**src/rtl/demux3_buf_pkg.sv**
```systemverilog
// demux3_buf_pkg: shared select encodings and default widths.
// Also used by the datapath 3:1 mux so that both sides decode the select the same way.
package demux3_buf_pkg;

    localparam int DEF_BITWIDTH   = 32;
    localparam int DEF_DROP_CNT_W = 8;

    typedef enum logic [1:0] {
        SEL_A   = 2'b00,
        SEL_B   = 2'b01,
        SEL_C   = 2'b10,
        SEL_INV = 2'b11
    } sel_e;

endpackage

```
**src/rtl/demux3_buf_if.sv**
```systemverilog
// demux3_buf_if: source handshake, three destination handshakes, drop status.
// master = producer/consumer side, slave = demux3_buf.
interface demux3_buf_if
    import demux3_buf_pkg::*;
#(
    parameter int BITWIDTH   = DEF_BITWIDTH,
    parameter int DROP_CNT_W = DEF_DROP_CNT_W
);
    logic                  in_valid;
    logic                  in_ready;
    logic [1:0]            in_sel;
    logic [BITWIDTH-1:0]   in_data;
    logic                  a_valid;
    logic                  a_ready;
    logic [BITWIDTH-1:0]   a_data;
    logic                  b_valid;
    logic                  b_ready;
    logic [BITWIDTH-1:0]   b_data;
    logic                  c_valid;
    logic                  c_ready;
    logic [BITWIDTH-1:0]   c_data;
    logic                  drop_pulse;
    logic [DROP_CNT_W-1:0] drop_cnt;

    modport master (
        output in_valid, in_sel, in_data,
        output a_ready, b_ready, c_ready,
        input  in_ready,
        input  a_valid, a_data, b_valid, b_data, c_valid, c_data,
        input  drop_pulse, drop_cnt
    );

    modport slave (
        input  in_valid, in_sel, in_data,
        input  a_ready, b_ready, c_ready,
        output in_ready,
        output a_valid, a_data, b_valid, b_data, c_valid, c_data,
        output drop_pulse, drop_cnt
    );

endinterface

```
**src/rtl/demux3_buf_slot.sv**
```systemverilog
// demux_slot: one-entry output register with valid/ready handshake.
// Ports: clk, rst, load/din (fill), valid/ready/dout (drain).
module demux_slot #(
    parameter int BITWIDTH = 32
) (
    input  logic                clk,
    input  logic                rst,
    input  logic                load,
    input  logic [BITWIDTH-1:0] din,
    input  logic                ready,
    output logic                valid,
    output logic [BITWIDTH-1:0] dout
);

    // A load wins over a drain so a full slot can refill back-to-back.
    // On a plain drain the data is left in place.
    always_ff @(posedge clk) begin
        if (rst) begin
            valid <= 1'b0;
            dout  <= '0;
        end else if (load) begin
            valid <= 1'b1;
            dout  <= din;
        end else if (valid && ready) begin
            valid <= 1'b0;
        end
    end

endmodule

```
**src/rtl/demux3_buf.sv**
```systemverilog
// demux3_buf: 1-to-3 buffered demux, one register slot per port, drops sel=11.
// Ports: clk, rst (sync, active high), bus (demux3_buf_if.slave).
module demux3_buf
    import demux3_buf_pkg::*;
#(
    parameter int BITWIDTH   = DEF_BITWIDTH,
    parameter int DROP_CNT_W = DEF_DROP_CNT_W
) (
    input  logic          clk,
    input  logic          rst,
    demux3_buf_if.slave   bus
);

    localparam logic [DROP_CNT_W-1:0] CNT_MAX = '1;

    logic [2:0] full;
    logic [2:0] rdy;
    logic [2:0] tgt;
    logic [2:0] load;
    logic       acc;
    logic       drop;
    logic       in_ready_c;

    assign full = {bus.c_valid, bus.b_valid, bus.a_valid};
    assign rdy  = {bus.c_ready, bus.b_ready, bus.a_ready};

    // Target decode and ready mux; never looks at in_valid.
    always_comb begin
        tgt        = 3'b000;
        in_ready_c = 1'b1;
        unique case (bus.in_sel)
            SEL_A: begin
                tgt        = 3'b001;
                in_ready_c = ~full[0] | rdy[0];
            end
            SEL_B: begin
                tgt        = 3'b010;
                in_ready_c = ~full[1] | rdy[1];
            end
            SEL_C: begin
                tgt        = 3'b100;
                in_ready_c = ~full[2] | rdy[2];
            end
            default: begin
                tgt        = 3'b000;
                in_ready_c = 1'b1;
            end
        endcase
    end

    assign bus.in_ready = in_ready_c;
    assign acc  = bus.in_valid & in_ready_c;
    assign load = tgt & {3{acc}};
    assign drop = acc & (bus.in_sel == SEL_INV);

    demux_slot #(.BITWIDTH(BITWIDTH)) u_slot_a (
        .clk   (clk),
        .rst   (rst),
        .load  (load[0]),
        .din   (bus.in_data),
        .ready (bus.a_ready),
        .valid (bus.a_valid),
        .dout  (bus.a_data)
    );

    demux_slot #(.BITWIDTH(BITWIDTH)) u_slot_b (
        .clk   (clk),
        .rst   (rst),
        .load  (load[1]),
        .din   (bus.in_data),
        .ready (bus.b_ready),
        .valid (bus.b_valid),
        .dout  (bus.b_data)
    );

    demux_slot #(.BITWIDTH(BITWIDTH)) u_slot_c (
        .clk   (clk),
        .rst   (rst),
        .load  (load[2]),
        .din   (bus.in_data),
        .ready (bus.c_ready),
        .valid (bus.c_valid),
        .dout  (bus.c_data)
    );

    // Drop pulse follows the discarded word by one cycle; count saturates.
    always_ff @(posedge clk) begin
        if (rst) begin
            bus.drop_pulse <= 1'b0;
            bus.drop_cnt   <= '0;
        end else begin
            bus.drop_pulse <= drop;
            if (drop && bus.drop_cnt != CNT_MAX) begin
                bus.drop_cnt <= bus.drop_cnt + 1'b1;
            end
        end
    end

endmodule

```
**src/flat_wrapper.sv**
```systemverilog
// flat-port wrapper written by rule: the top's interface ports become plain ports
module demux3_buf_flat import demux3_buf_pkg::*;
#(
    parameter int BITWIDTH   = DEF_BITWIDTH,
    parameter int DROP_CNT_W = DEF_DROP_CNT_W
)
  (clk, rst, bus_in_valid, bus_in_sel, bus_in_data, bus_a_ready, bus_b_ready, bus_c_ready, bus_in_ready, bus_a_valid, bus_a_data, bus_b_valid, bus_b_data, bus_c_valid, bus_c_data, bus_drop_pulse, bus_drop_cnt);
  demux3_buf_if #(.BITWIDTH(BITWIDTH), .DROP_CNT_W(DROP_CNT_W)) bus_i ();
  input  logic clk;
  input  logic rst;
  input wire logic [$bits(bus_i.in_valid)-1:0] bus_in_valid;
  input wire logic [$bits(bus_i.in_sel)-1:0] bus_in_sel;
  input wire logic [$bits(bus_i.in_data)-1:0] bus_in_data;
  input wire logic [$bits(bus_i.a_ready)-1:0] bus_a_ready;
  input wire logic [$bits(bus_i.b_ready)-1:0] bus_b_ready;
  input wire logic [$bits(bus_i.c_ready)-1:0] bus_c_ready;
  output wire logic [$bits(bus_i.in_ready)-1:0] bus_in_ready;
  output wire logic [$bits(bus_i.a_valid)-1:0] bus_a_valid;
  output wire logic [$bits(bus_i.a_data)-1:0] bus_a_data;
  output wire logic [$bits(bus_i.b_valid)-1:0] bus_b_valid;
  output wire logic [$bits(bus_i.b_data)-1:0] bus_b_data;
  output wire logic [$bits(bus_i.c_valid)-1:0] bus_c_valid;
  output wire logic [$bits(bus_i.c_data)-1:0] bus_c_data;
  output wire logic [$bits(bus_i.drop_pulse)-1:0] bus_drop_pulse;
  output wire logic [$bits(bus_i.drop_cnt)-1:0] bus_drop_cnt;
  assign bus_i.in_valid = bus_in_valid;
  assign bus_i.in_sel = bus_in_sel;
  assign bus_i.in_data = bus_in_data;
  assign bus_i.a_ready = bus_a_ready;
  assign bus_i.b_ready = bus_b_ready;
  assign bus_i.c_ready = bus_c_ready;
  assign bus_in_ready = bus_i.in_ready;
  assign bus_a_valid = bus_i.a_valid;
  assign bus_a_data = bus_i.a_data;
  assign bus_b_valid = bus_i.b_valid;
  assign bus_b_data = bus_i.b_data;
  assign bus_c_valid = bus_i.c_valid;
  assign bus_c_data = bus_i.c_data;
  assign bus_drop_pulse = bus_i.drop_pulse;
  assign bus_drop_cnt = bus_i.drop_cnt;
  demux3_buf #(.BITWIDTH(BITWIDTH), .DROP_CNT_W(DROP_CNT_W)) u_core (.clk(clk), .rst(rst), .bus(bus_i));
endmodule
```
**config.mk**
```make
export PLATFORM = sky130hd
export DESIGN_NAME = demux3_buf_flat
export DESIGN_NICKNAME = d
export VERILOG_FILES = /design/src/rtl/demux3_buf_pkg.sv /design/src/rtl/demux3_buf_if.sv /design/src/rtl/demux3_buf_slot.sv /design/src/rtl/demux3_buf.sv /design/src/flat_wrapper.sv
export SDC_FILE = /design/constraint.sdc
export NUM_CORES = 1
export LEC_CHECK = 0
export ABC_AREA = 1
export BUFFER_PORTS_ARGS = -buffer_cell sky130_fd_sc_hd__buf_2
export CAP_MARGIN = 20
export CORE_MARGIN = 3
export CORE_UTILIZATION = 55
export CTS_BUF_LIST = sky130_fd_sc_hd__clkbuf_4 sky130_fd_sc_hd__clkbuf_8
export DETAILED_ROUTE_END_ITERATION = 10
export PLACE_DENSITY_LB_ADDON = 0.08
export SKIP_CTS_REPAIR_TIMING = 1
export SLEW_MARGIN = 20
export SYNTH_ARGS = -nofsm -noshare
export SYNTH_HDL_FRONTEND = slang
export SYNTH_SLANG_ARGS = --single-unit
```
**constraint.sdc**
```tcl
create_clock -name clk -period 3.45 [get_ports clk]
set_input_delay 0.345 -clock clk [delete_from_list [all_inputs] [get_ports clk]]
set_output_delay 0.345 -clock clk [all_outputs]
set_load 0.03 [all_outputs]
```
; ---- Word-level counts from Yosys, hierarchy flattened
; Cells that the tools add are included.
[classes]
n_addsub = 1
mul = 0
div = 0
order_cmp = 0
n_eq_ne = 4
n_shift = 0
muxes = 8
bitwise = 9
reduce_logical = 8
[ops]
columns = operator, n
row1 = $pmux 3 s3, 1
row2 = $add 8x1->8 const B, 1
row3 = $ne 8x8->1 const B, 1
row4 = $mux 1, 6
row5 = $reduce_bool 2->1, 3
row6 = $eq 2x2->1 const B, 2
row7 = $logic_and 1x1->1, 4
row8 = $and 3x3->3, 1
row9 = $not 1->1, 3
row10 = $or 1x1->1, 3
row11 = $pmux 1 s3, 1
row12 = $and 1x1->1, 2
row13 = $eq 2x1->1 const B, 1
row14 = $logic_not 2->1, 1
[word_totals]
reg_bits = 108
latch_bits = 0
ram_bits = 0
romBits = 0
out_inout_bits = 109
word_cells = 38
memories = 0

; ---- Depth between registers and ports, before layout
; Gate-level depths: netlist of the first run.
[depth]
depth_word = 6
depth_mapped = 9
depth_no_buf = 8

; ---- Modules after synthesis
; From an unflattened synthesis of the first run, not the netlist that was laid out.
[unflattened]
hier_cells = 522
hier_area_um2 = 4038.9
[by_module_without_submodules]
columns = module, n_inst, cells_each, area_per_inst_um2, seq_area_each_um2
row1 = demux_slot, 3, 143, 1152.4, 660.6
row2 = demux3_buf, 1, 93, 581.8, 180.2

; ---- Least setup slack after synthesis of the first run
; No wires, ideal clock.
[synth_path]
kind = register to register
start = reg u_core.bus.drop_cnt[0]
end = reg u_core.bus.drop_cnt[0]
setup_ns = 0.137
arrival_time_ns = 1.469
path_slack_ns = 1.844
stages_incl_launch_ff = 9
path_buffers = 0
period_less_slack_ns = 1.606
path_cell_list = dfxtp_1 > ha_1 > nand2_1 > nor2_1 > nand2_1 > nand2_1 > inv_1 > o21ai_0 > a21oi_1
[synth_between]
elab_chain_len = 2
word_cells_on_any_way = 3
classes_between = add/sub: 1 / eq/ne: 1 / reduce/logical: 1
[synth_rtl]
columns = item, line
row1 = from (decl), demux3_buf_if.sv:38  ; output drop_pulse, drop_cnt
row2 = from (signal assigned), demux3_buf.sv:94  ; bus.drop_cnt <= bus.drop_cnt + 1'b1;
row3 = branches (longest 2 deep; another with $add 8x1->8), --
; Several ways; the timed one is not identified.
; A chain may end at the register's enable or synchronous reset.

; ---- Worst setup path after layout of the first run
[layout_path]
start = reg u_core.u_slot_a.valid
end = out bus_in_ready
[layout_between]
elab_chain_len = 3
[layout_rtl]
columns = item, line
row1 = from (decl), demux3_buf_slot.sv:11  ; output logic valid,
row2 = from (signal assigned), demux3_buf_slot.sv:19  ; valid <= 1'b0;
row3 = from (signal assigned), demux3_buf_slot.sv:22  ; valid <= 1'b1;
row4 = from (signal assigned), demux3_buf_slot.sv:25  ; valid <= 1'b0;
row5 = $not 1->1, demux3_buf.sv:34  ; in_ready_c = ~full[0] | rdy[0];
row6 = $or 1x1->1, demux3_buf.sv:34
row7 = $pmux 1 s3, demux3_buf.sv:31  ; unique case (bus.in_sel)
row8 = to (decl), flat_wrapper.sv:17  ; output wire logic [$bits(bus_i.in_ready)-1:0] bus_in_ready;
; No other way between the ends.

==> results.yml, run 1 <==
final_layout:
  post-route-cell-area_um2: 6230
  area_growth_pct: 18.4
  multiInputGateArea_um2: 2010
  regArea_um2: 2160
  final_common_cell: "inv_1"
  layout.nets: 996
  final.fill_count: 896
  layout_common_cells: "inv_1, nand2_1, buf_2"
  drive_gt1_share_pct: 18.9
  num_antenna_cells: 0
  postLayoutCoreUtil_pct: 67.1
routing:
  drc: 0
  wl_per_cell_um: 12.1
  dr.first_iter.drc_count: 235
  viasPerCell: 4.77
  vias: 5194
  drt_wl_total_um: 13100
  ant_nets: 0
  dr.pass1.iters: 5
clocking:
  cts_root_buffer: "clkbuf_8"
  path_clk_slew_ns: 0.10
  cts_tree: "yes"
  h-tree-depth: 3
  cts.path.max_buffers: 2
  cts.sinks: 108
  insertion_delay_ns: 0.37
  cts_made_buffers: 9
sta:
  grt_setup_unrepaired: "no"
  max_slew_margin_pct: 48.6
  setup_tns_ns: 0
  hold_viol_final: 0
  finalCritPeriodShare_pct: 74.3
  slew_viol_final: 0
  setup_viol: 0
  max_freq_ghz: 0.390
  skew_ns: 0.0136
  fin_crit_ns: 2.56
  finalHoldWorstSlack_ns: 0.231
  worst_slew_pin_slew_ns: 0.770
synth:
  yosys.cell_types.count: 20
  synth_top_area_share_pct: 41.1
  synth_seq_cells: 108
  synth_area_leaders: "dfxtp_1, inv_1, nand2_1"
  netlist_area_um2: 5260
  syn_area_per_cell_um2: 6.27
  synthCells: 839
  yosys_warnings: 0
  synth_top_area_cell: "dfxtp_1"
  synth.yosys.seq_area_share_pct: 41.1
  syn-num-nets: 880
floorplan:
  die_h_um: 104
  dieArea_um2: 10800
  initial_core_util_pct: 56.7
  rows: 35
  die_width_um: 104
  ios: 149
  core_area_um2: 9280
worst_setup_path:
  required_ns: 3.11
  cp-start-kind: "flop"
  critical_path.max_fanout: 52
  critPathKind: "flop to primary output"
  cp-end-kind: "primary output"
  arrival_ns: 2.22
grt:
  grt_pass1_vias: 4751
  grt_pass1_wl_um: 22100
  grt_use_total_pct: 24.3
  antenna_found_initial: 0
  overflow: 0
  grt_max_degree: 69
placement:
  dpl-instance-area_um2: 6020
  dp_hpwl_um: 9000
  numPortBuffers: 148
  place_congestion: 0.844
power:
  powerDensity_nw_per_um2: 424
  power_mw: 2.64
  leakage_nw: 3.55
  ir_worst_vdd_mv: 0.240
run:
  drv_cap: 0
worst_hold_path:
  min_path_type: "primary input to flop"
status:
  status: "finished, final reports clean"
==> per-stage QoR <==
stage / cells / setup slack [ns]
6_report: 1089 / 0.888
3_3_place_gp: 1073 / 1.13
5_1_grt: 1089 / 0.762
2_1_floorplan: 839 / 1.84
4_1_cts: 1089 / 0.916
3_5_place_dp: 1073 / 1.04
==> power by group <==
group	total (mW)	switching, mW	internal, mW
combinational	0.493	0.352	0.141
clock	0.813	0.420	0.392
sequential	1.33	0.0311	1.30
total	2.64	0.803	1.84
==> per-layer routing <==
layer	GRT usage, %	share of wire (%)	routed length (um)
met1	31.3	44	5800
met2	40.8	47	6210
met3	5.36	6.9	912
met4	7.12	1.6	214
met5	0	0	0
==> worst max-delay path, stage by stage, from the launching register on <==
cell and delay, ns:
dfxtp_1 0.34, inv_1 0.05, o21ai_1 0.20, nand3_4 0.47, buf_4 0.48, buf_2 0.25
==> area by class of cell <==
class | count | share of cell area, %
tap | 129 | 2.59
sequential | 108 | 34.7
clock inverter | 3 | 0.723
inverter | 237 | 14.3
clock buffer | 13 | 2.67
timing repair buffer | 155 | 12.8
multi-input combinational | 444 | 32.2
==> synthesized netlist by cell type <==
master    number
inv_1        236
buf_4          4
ha_1           1
or2_2          1
inv_2          1
o21ai_0        5
buf_1         20
a21oi_1        9
nand4_1       97
nand3_1        5
dfxtp_1      108
buf_2         16
xor2_1         2
nor2_2         2
nor3_1         2
nand2_1      210
clkbuf_1      10
o21ai_1        1
nand3_2        4
nor2_1       105
==> registers in the layout, summed over array words and instances (netlist names) <==
signal                 count
u_core.u_slot_a.dout      32
u_core.u_slot_b.dout      32
u_core.u_slot_c.dout      32
u_core.bus.drop_cnt        8
u_core.bus.drop_pulse      1
u_core.u_slot_a.valid      1
u_core.u_slot_b.valid      1
u_core.u_slot_c.valid      1
==> path summary, 6_finish.rpt <==
kind / from / endpoint / slack, ns / depth (start not counted)
worst max-delay path: u_core.u_slot_a.valid / bus_in_ready / 0.89 / 5
worst max register to register: u_core.u_slot_a.valid / u_core.u_slot_b.dout[3] / 1.25 / 7
worst min register to register: u_core.bus.drop_cnt[2] / u_core.bus.drop_cnt[2] / 0.50 / 2
worst min-delay path: bus_c_ready / u_core.u_slot_c.valid / 0.23 / 4
==> cells by family (layout without fill, tap and decap cells) <==
| logic type | count (synthesis) | after routing | synth area share [%] |
|---|---|---|---|
| DFF | 108 | 108 | 41.1 |
| xor gates and xnor gates | 2 | 2 | 0.333 |
| buffers and inverters | 287 | 408 | 21.1 |
| and+or+nand+nor | 426 | 426 | 35.8 |
| AOI/OAI and AO/OA | 15 | 15 | 1.43 |
| adders and majority gates | 1 | 1 | 0.238 |
No activity file was read; power rests on OpenSTA's default activity.
==> inputs of run 2 (changes only) <==
--- a/config.mk
+++ b/config.mk
@@ -9,7 +9,7 @@
 export BUFFER_PORTS_ARGS = -buffer_cell sky130_fd_sc_hd__buf_2
 export CAP_MARGIN = 20
 export CORE_MARGIN = 3
-export CORE_UTILIZATION = 55
+export CORE_UTILIZATION = 54
 export CTS_BUF_LIST = sky130_fd_sc_hd__clkbuf_4 sky130_fd_sc_hd__clkbuf_8
 export DETAILED_ROUTE_END_ITERATION = 10
 export PLACE_DENSITY_LB_ADDON = 0.08
==> constraint.sdc (replaced) <==
create_clock -name clk -period 2.7 [get_ports clk]
set_input_delay 0.27 -clock clk [delete_from_list [all_inputs] [get_ports clk]]
set_output_delay 0.27 -clock clk [all_outputs]
set_load 0.03 [all_outputs]
==> results.yml, run 2 (same netlist as run 1, synthesis figures left out) <==
sta:
  fin_crit_ns: 2.00
  worst_slew_pin_slew_ns: 0.752
  max_slew_margin_pct: 49.8
  setup_tns_ns: 0
  slew_viol_final: 0
  skew_ns: 0.0134
  grt_setup_unrepaired: "no"
  setup_ws_ns: 0.696
  finalCritPeriodShare_pct: 74.2
  setup_viol: 0
  max_freq_ghz: 0.499
  hold_viol_final: 0
placement:
  dp_hpwl_um: 9020
  numPortBuffers: 148
  place_congestion: 0.854
  post-place-ws_ns: 0.787
  dpl-instance-area_um2: 6040
clocking:
  cts_root_buffer: "clkbuf_8"
  path_clk_slew_ns: 0.10
  cts_tree: "yes"
  cts.path.max_buffers: 2
  cts_made_buffers: 9
  insertion_delay_ns: 0.36
  h-tree-depth: 3
  cts.sinks: 108
grt:
  grt_max_degree: 87
  grt_use_total_pct: 24.4
  grt_pass1_vias: 4786
  antenna_found_initial: 0
  overflow: 0
  grt_pass1_wl_um: 22500
final_layout:
  post-route-cell-area_um2: 6260
  drive_gt1_share_pct: 18.9
  final_common_cell: "inv_1"
  postLayoutCoreUtil_pct: 66.8
  largestRegisters: "u_core.u_slot_a.dout x32, u_core.u_slot_b.dout x32, u_core.u_slot_c.dout x32"
  layout.nets: 998
  layout_common_cells: "inv_1, nand2_1, buf_2"
  area_growth_pct: 18.9
  num_antenna_cells: 0
worst_setup_path:
  r2r_end: "u_core.u_slot_c.dout[11]"
  cp-end-kind: "primary output"
  r2r_cells: 7
  slowest_delay_ns: 0.43
  cp_common_cell: "nand2_1"
  critPathBufInv: 2
  crit_family: "buffers and inverters"
  r2r_slack_ns: 1.01
  required_ns: 2.43
  cp-start-kind: "flop"
  critPathKind: "flop to primary output"
  critical_path.max_fanout: 51
  arrival_ns: 1.73
  path_cells: "nand2_1, nand2_1, nand3_4, buf_4, buf_2"
  rr_startpoint: "u_core.u_slot_b.valid"
  cp_slowest_cell: "buf_4"
power:
  powerDensity_nw_per_um2: 547
  leakage_nw: 3.56
  ir_worst_vdd_mv: 0.272
  power_mw: 3.42
worst_hold_path:
  worstHoldEndpoint: "u_core.u_slot_c.valid"
  whs_path_depth: 4
  min_path_type: "primary input to flop"
  min_from: "bus_c_ready"
floorplan:
  core_area_um2: 9370
  ios: 149
  dieArea_um2: 11000
  die_h_um: 105
  rows: 35
  die_width_um: 105
  initial_core_util_pct: 56.2
status:
  status: "finished, final reports clean"
routing:
  dr.first_iter.drc_count: 268
  drt_wl_total_um: 13500
  ant_nets: 0
  dr.pass1.iters: 6
  vias: 5208
  drc: 0
  wl_per_cell_um: 12.4
  viasPerCell: 4.78
run:
  drv_cap: 0
run 2: cell types whose count changed in the layout (fill, tap and decap cells not counted):
cell,delta
bufinv_16,+1
buf_4,+1
clkbuf_8,-2
buf_12,+1
run 2: per-stage QoR:
stage,hold slack (ns),instances
2_1_floorplan,0.339,839
3_3_place_gp,0.472,1075
3_5_place_dp,0.478,1075
4_1_cts,0.160,1090
5_1_grt,0.181,1090
6_report,0.170,1090
run 2: worst reg2reg max path, stage by stage, from the launching register on:
cell and delay, ns:
dfxtp_1 0.33, nand2_1 0.09, nand2_1 0.10, nand3_4 0.14, nand3_2 0.58, nand2_1 0.24
inv_1 0.06, nor2_1 0.10
run 2: layout make-up:
cell class | instances | area, um^2
well taps | 129 | 161
flip-flops and latches | 108 | 2160
repair buffers | 157 | 823
multi-input cells | 444 | 2010
clock buffers | 11 | 139
fillers | 887 | 3110
clock inverters | 4 | 75.1
inverters | 237 | 890
run 2: power by group:
part	internal (mW)	leakage [nW]	switching, mW
sequential	1.66	0.880	0.0407
combinational	0.183	2.58	0.452
clock	0.540	0.102	0.543
run 2: worst max-delay path by stage:
stage                           startpoint                 endpoint  slack, ns  cells after the start
finish               u_core.u_slot_b.valid             bus_in_ready       0.70                      5
CTS                  u_core.u_slot_b.valid             bus_in_ready       0.68                      5
global route         u_core.u_slot_b.valid             bus_in_ready       0.58                      5
floorplan           u_core.bus.drop_cnt[0]   u_core.bus.drop_cnt[0]       1.09                      8
global placement             bus_in_sel[0]  u_core.u_slot_b.dout[4]       0.89                      9
detailed placement           bus_in_sel[0]  u_core.u_slot_b.dout[7]       0.79                      9
run 2: routing by layer:
layer	global-route usage [%]	vias to the layer above	part of all wire, %
met5	0	-	0
met4	8.43	0	2.1
met3	3.58	24	5.5
met2	41.3	171	47
met1	31.8	2310	45
li1	-	2703	-
==> inputs of run 3 (changes only) <==
==> constraint.sdc (replaced) <==
create_clock -name clk -period 1.9 [get_ports clk]
set_input_delay 0.19 -clock clk [delete_from_list [all_inputs] [get_ports clk]]
set_output_delay 0.19 -clock clk [all_outputs]
set_load 0.03 [all_outputs]
==> results.yml, run 3 (same netlist as run 1, synthesis figures left out) <==
worst_setup_path:
  path_cells: "nand2_1, nand2_1, nand3_4, buf_12, buf_2"
  critPathKind: "flop to primary output"
  required_ns: 1.71
  cp_slowest_cell: "dfxtp_1"
  arrival_ns: 1.53
  cp-end-kind: "primary output"
  critical_path.max_fanout: 73
  cp_common_cell: "nand2_1"
  cp-start-kind: "flop"
  slowest_delay_ns: 0.33
power:
  pwr-share-clk_pct: 28.4
  powerDensity_nw_per_um2: 740
  swShare_pct: 32.0
  p_int_mw: 3.16
  combPwrFrac_pct: 19.6
  ir_worst_vdd_mv: 0.449
  switchingPower_mw: 1.49
  leakage_nw: 3.59
  share_seq_of_total_power_pct: 52.0
floorplan:
  core_area_um2: 9370
  die_width_um: 105
  dieArea_um2: 11000
  die_h_um: 105
  initial_core_util_pct: 56.2
  ios: 149
  rows: 35
sta:
  hold_viol_final: 0
  max_freq_ghz: 0.581
  max_slew_margin_pct: 68.0
  setup_viol: 0
  setup_tns_ns: 0
  slew_viol_final: 0
  finalCritPeriodShare_pct: 90.5
  grt_setup_unrepaired: "no"
  fin_crit_ns: 1.72
  skew_ns: 0.00986
  worst_slew_pin_slew_ns: 0.479
final_layout:
  post_layout_nonfiller_instances: 1096
  postLayoutCoreUtil_pct: 67.1
  layout_common_cells: "inv_1, nand2_1, buf_2"
  final_common_cell: "inv_1"
  final.fill_count: 922
  drive_gt1_share_pct: 19.4
  multiInputGateArea_um2: 2010
  area_growth_pct: 19.5
  layout.nets: 1003
  largestRegisters: "u_core.u_slot_a.dout x32, u_core.u_slot_b.dout x32, u_core.u_slot_c.dout x32"
  num_antenna_cells: 0
  regArea_um2: 2160
clocking:
  cts.sinks: 108
  path_clk_slew_ns: 0.10
  insertion_delay_ns: 0.36
  h-tree-depth: 3
  cts.path.max_buffers: 2
  cts_made_buffers: 9
  cts_root_buffer: "clkbuf_8"
  cts_tree: "yes"
routing:
  viasPerCell: 4.69
  vias: 5138
  wl_per_cell_um: 12.0
  drt_wl_total_um: 13100
  dr.pass1.iters: 5
  drc: 0
  dr.first_iter.drc_count: 223
  ant_nets: 0
placement:
  dp_hpwl_um: 9040
  place_congestion: 0.868
  dp.cells: 1080
  numPortBuffers: 148
status:
  status: "finished, final reports clean"
grt:
  antenna_found_initial: 0
  grt_max_degree: 74
  grt_use_total_pct: 23.4
  grt_pass1_vias: 4628
  grt_pass1_wl_um: 21600
  overflow: 0
run:
  drv_cap: 0
worst_hold_path:
  min_path_type: "primary input to flop"
## run 3: metal layers
layer	part of all wire, %	GRT usage (%)	vias to the layer above	wire length [um]
met2	47	40.1	162	6140
met5	0	0	-	0
li1	-	-	2712	-
met3	5.9	3.46	18	773
met1	46	30.3	2246	5990
met4	1.7	7.69	0	224
## run 3: power groups by stage
| stage | combinational [mW] | clock (mW) | sequential [mW] |
|---|---|---|---|
| 5_1_grt | 1.01 | 1.45 | 2.44 |
| 4_1_cts | 0.914 | 1.35 | 2.42 |
| 3_5_place_dp | 0.909 | 0 | 2.48 |
| 3_3_place_gp | 0.896 | 0 | 2.47 |
| 6_report | 0.912 | 1.32 | 2.42 |
| 2_1_floorplan | 0.449 | 0 | 2.67 |
## run 3: critical path, delay by kind of cell (launching register included)
kind / cells / cell delay (ns)
buffers and inverters: 2 / 0.53
flip-flops: 1 / 0.33
AND/OR/NAND/NOR: 3 / 0.29
## run 3: final timing paths
check	startpoint	end	slack [ns]	depth (start not counted)
setup / recovery	u_core.u_slot_b.valid	bus_in_ready	0.18	5
setup reg to reg	u_core.u_slot_b.valid	u_core.u_slot_b.dout[22]	0.30	8
hold / removal	bus_c_ready	u_core.u_slot_c.valid	0.1	4
hold reg to reg	u_core.bus.drop_cnt[2]	u_core.bus.drop_cnt[2]	0.49	2
## run 3: cell type report
| type | instances | area share, % |
|---|---|---|
| inverter | 237 | 14.1 |
| timing repair buffer | 162 | 14.1 |
| clock buffer | 10 | 2.19 |
| tap | 129 | 2.57 |
| multi-input combinational | 444 | 31.9 |
| clock inverter | 6 | 0.716 |
| sequential | 108 | 34.4 |
## run 3: through the flow
stage	worst slack, ns	hold slack, ns	power [mW]	area [um^2]
floorplan	0.294	0.259	3.12	5260
CTS	0.167	0.0821	4.69	6290
detailed placement	0.212	0.466	3.38	6110
global placement	0.278	0.466	3.37	6110
global route	0.0714	0.100	4.90	6290
finish	0.180	0.0953	4.66	6290
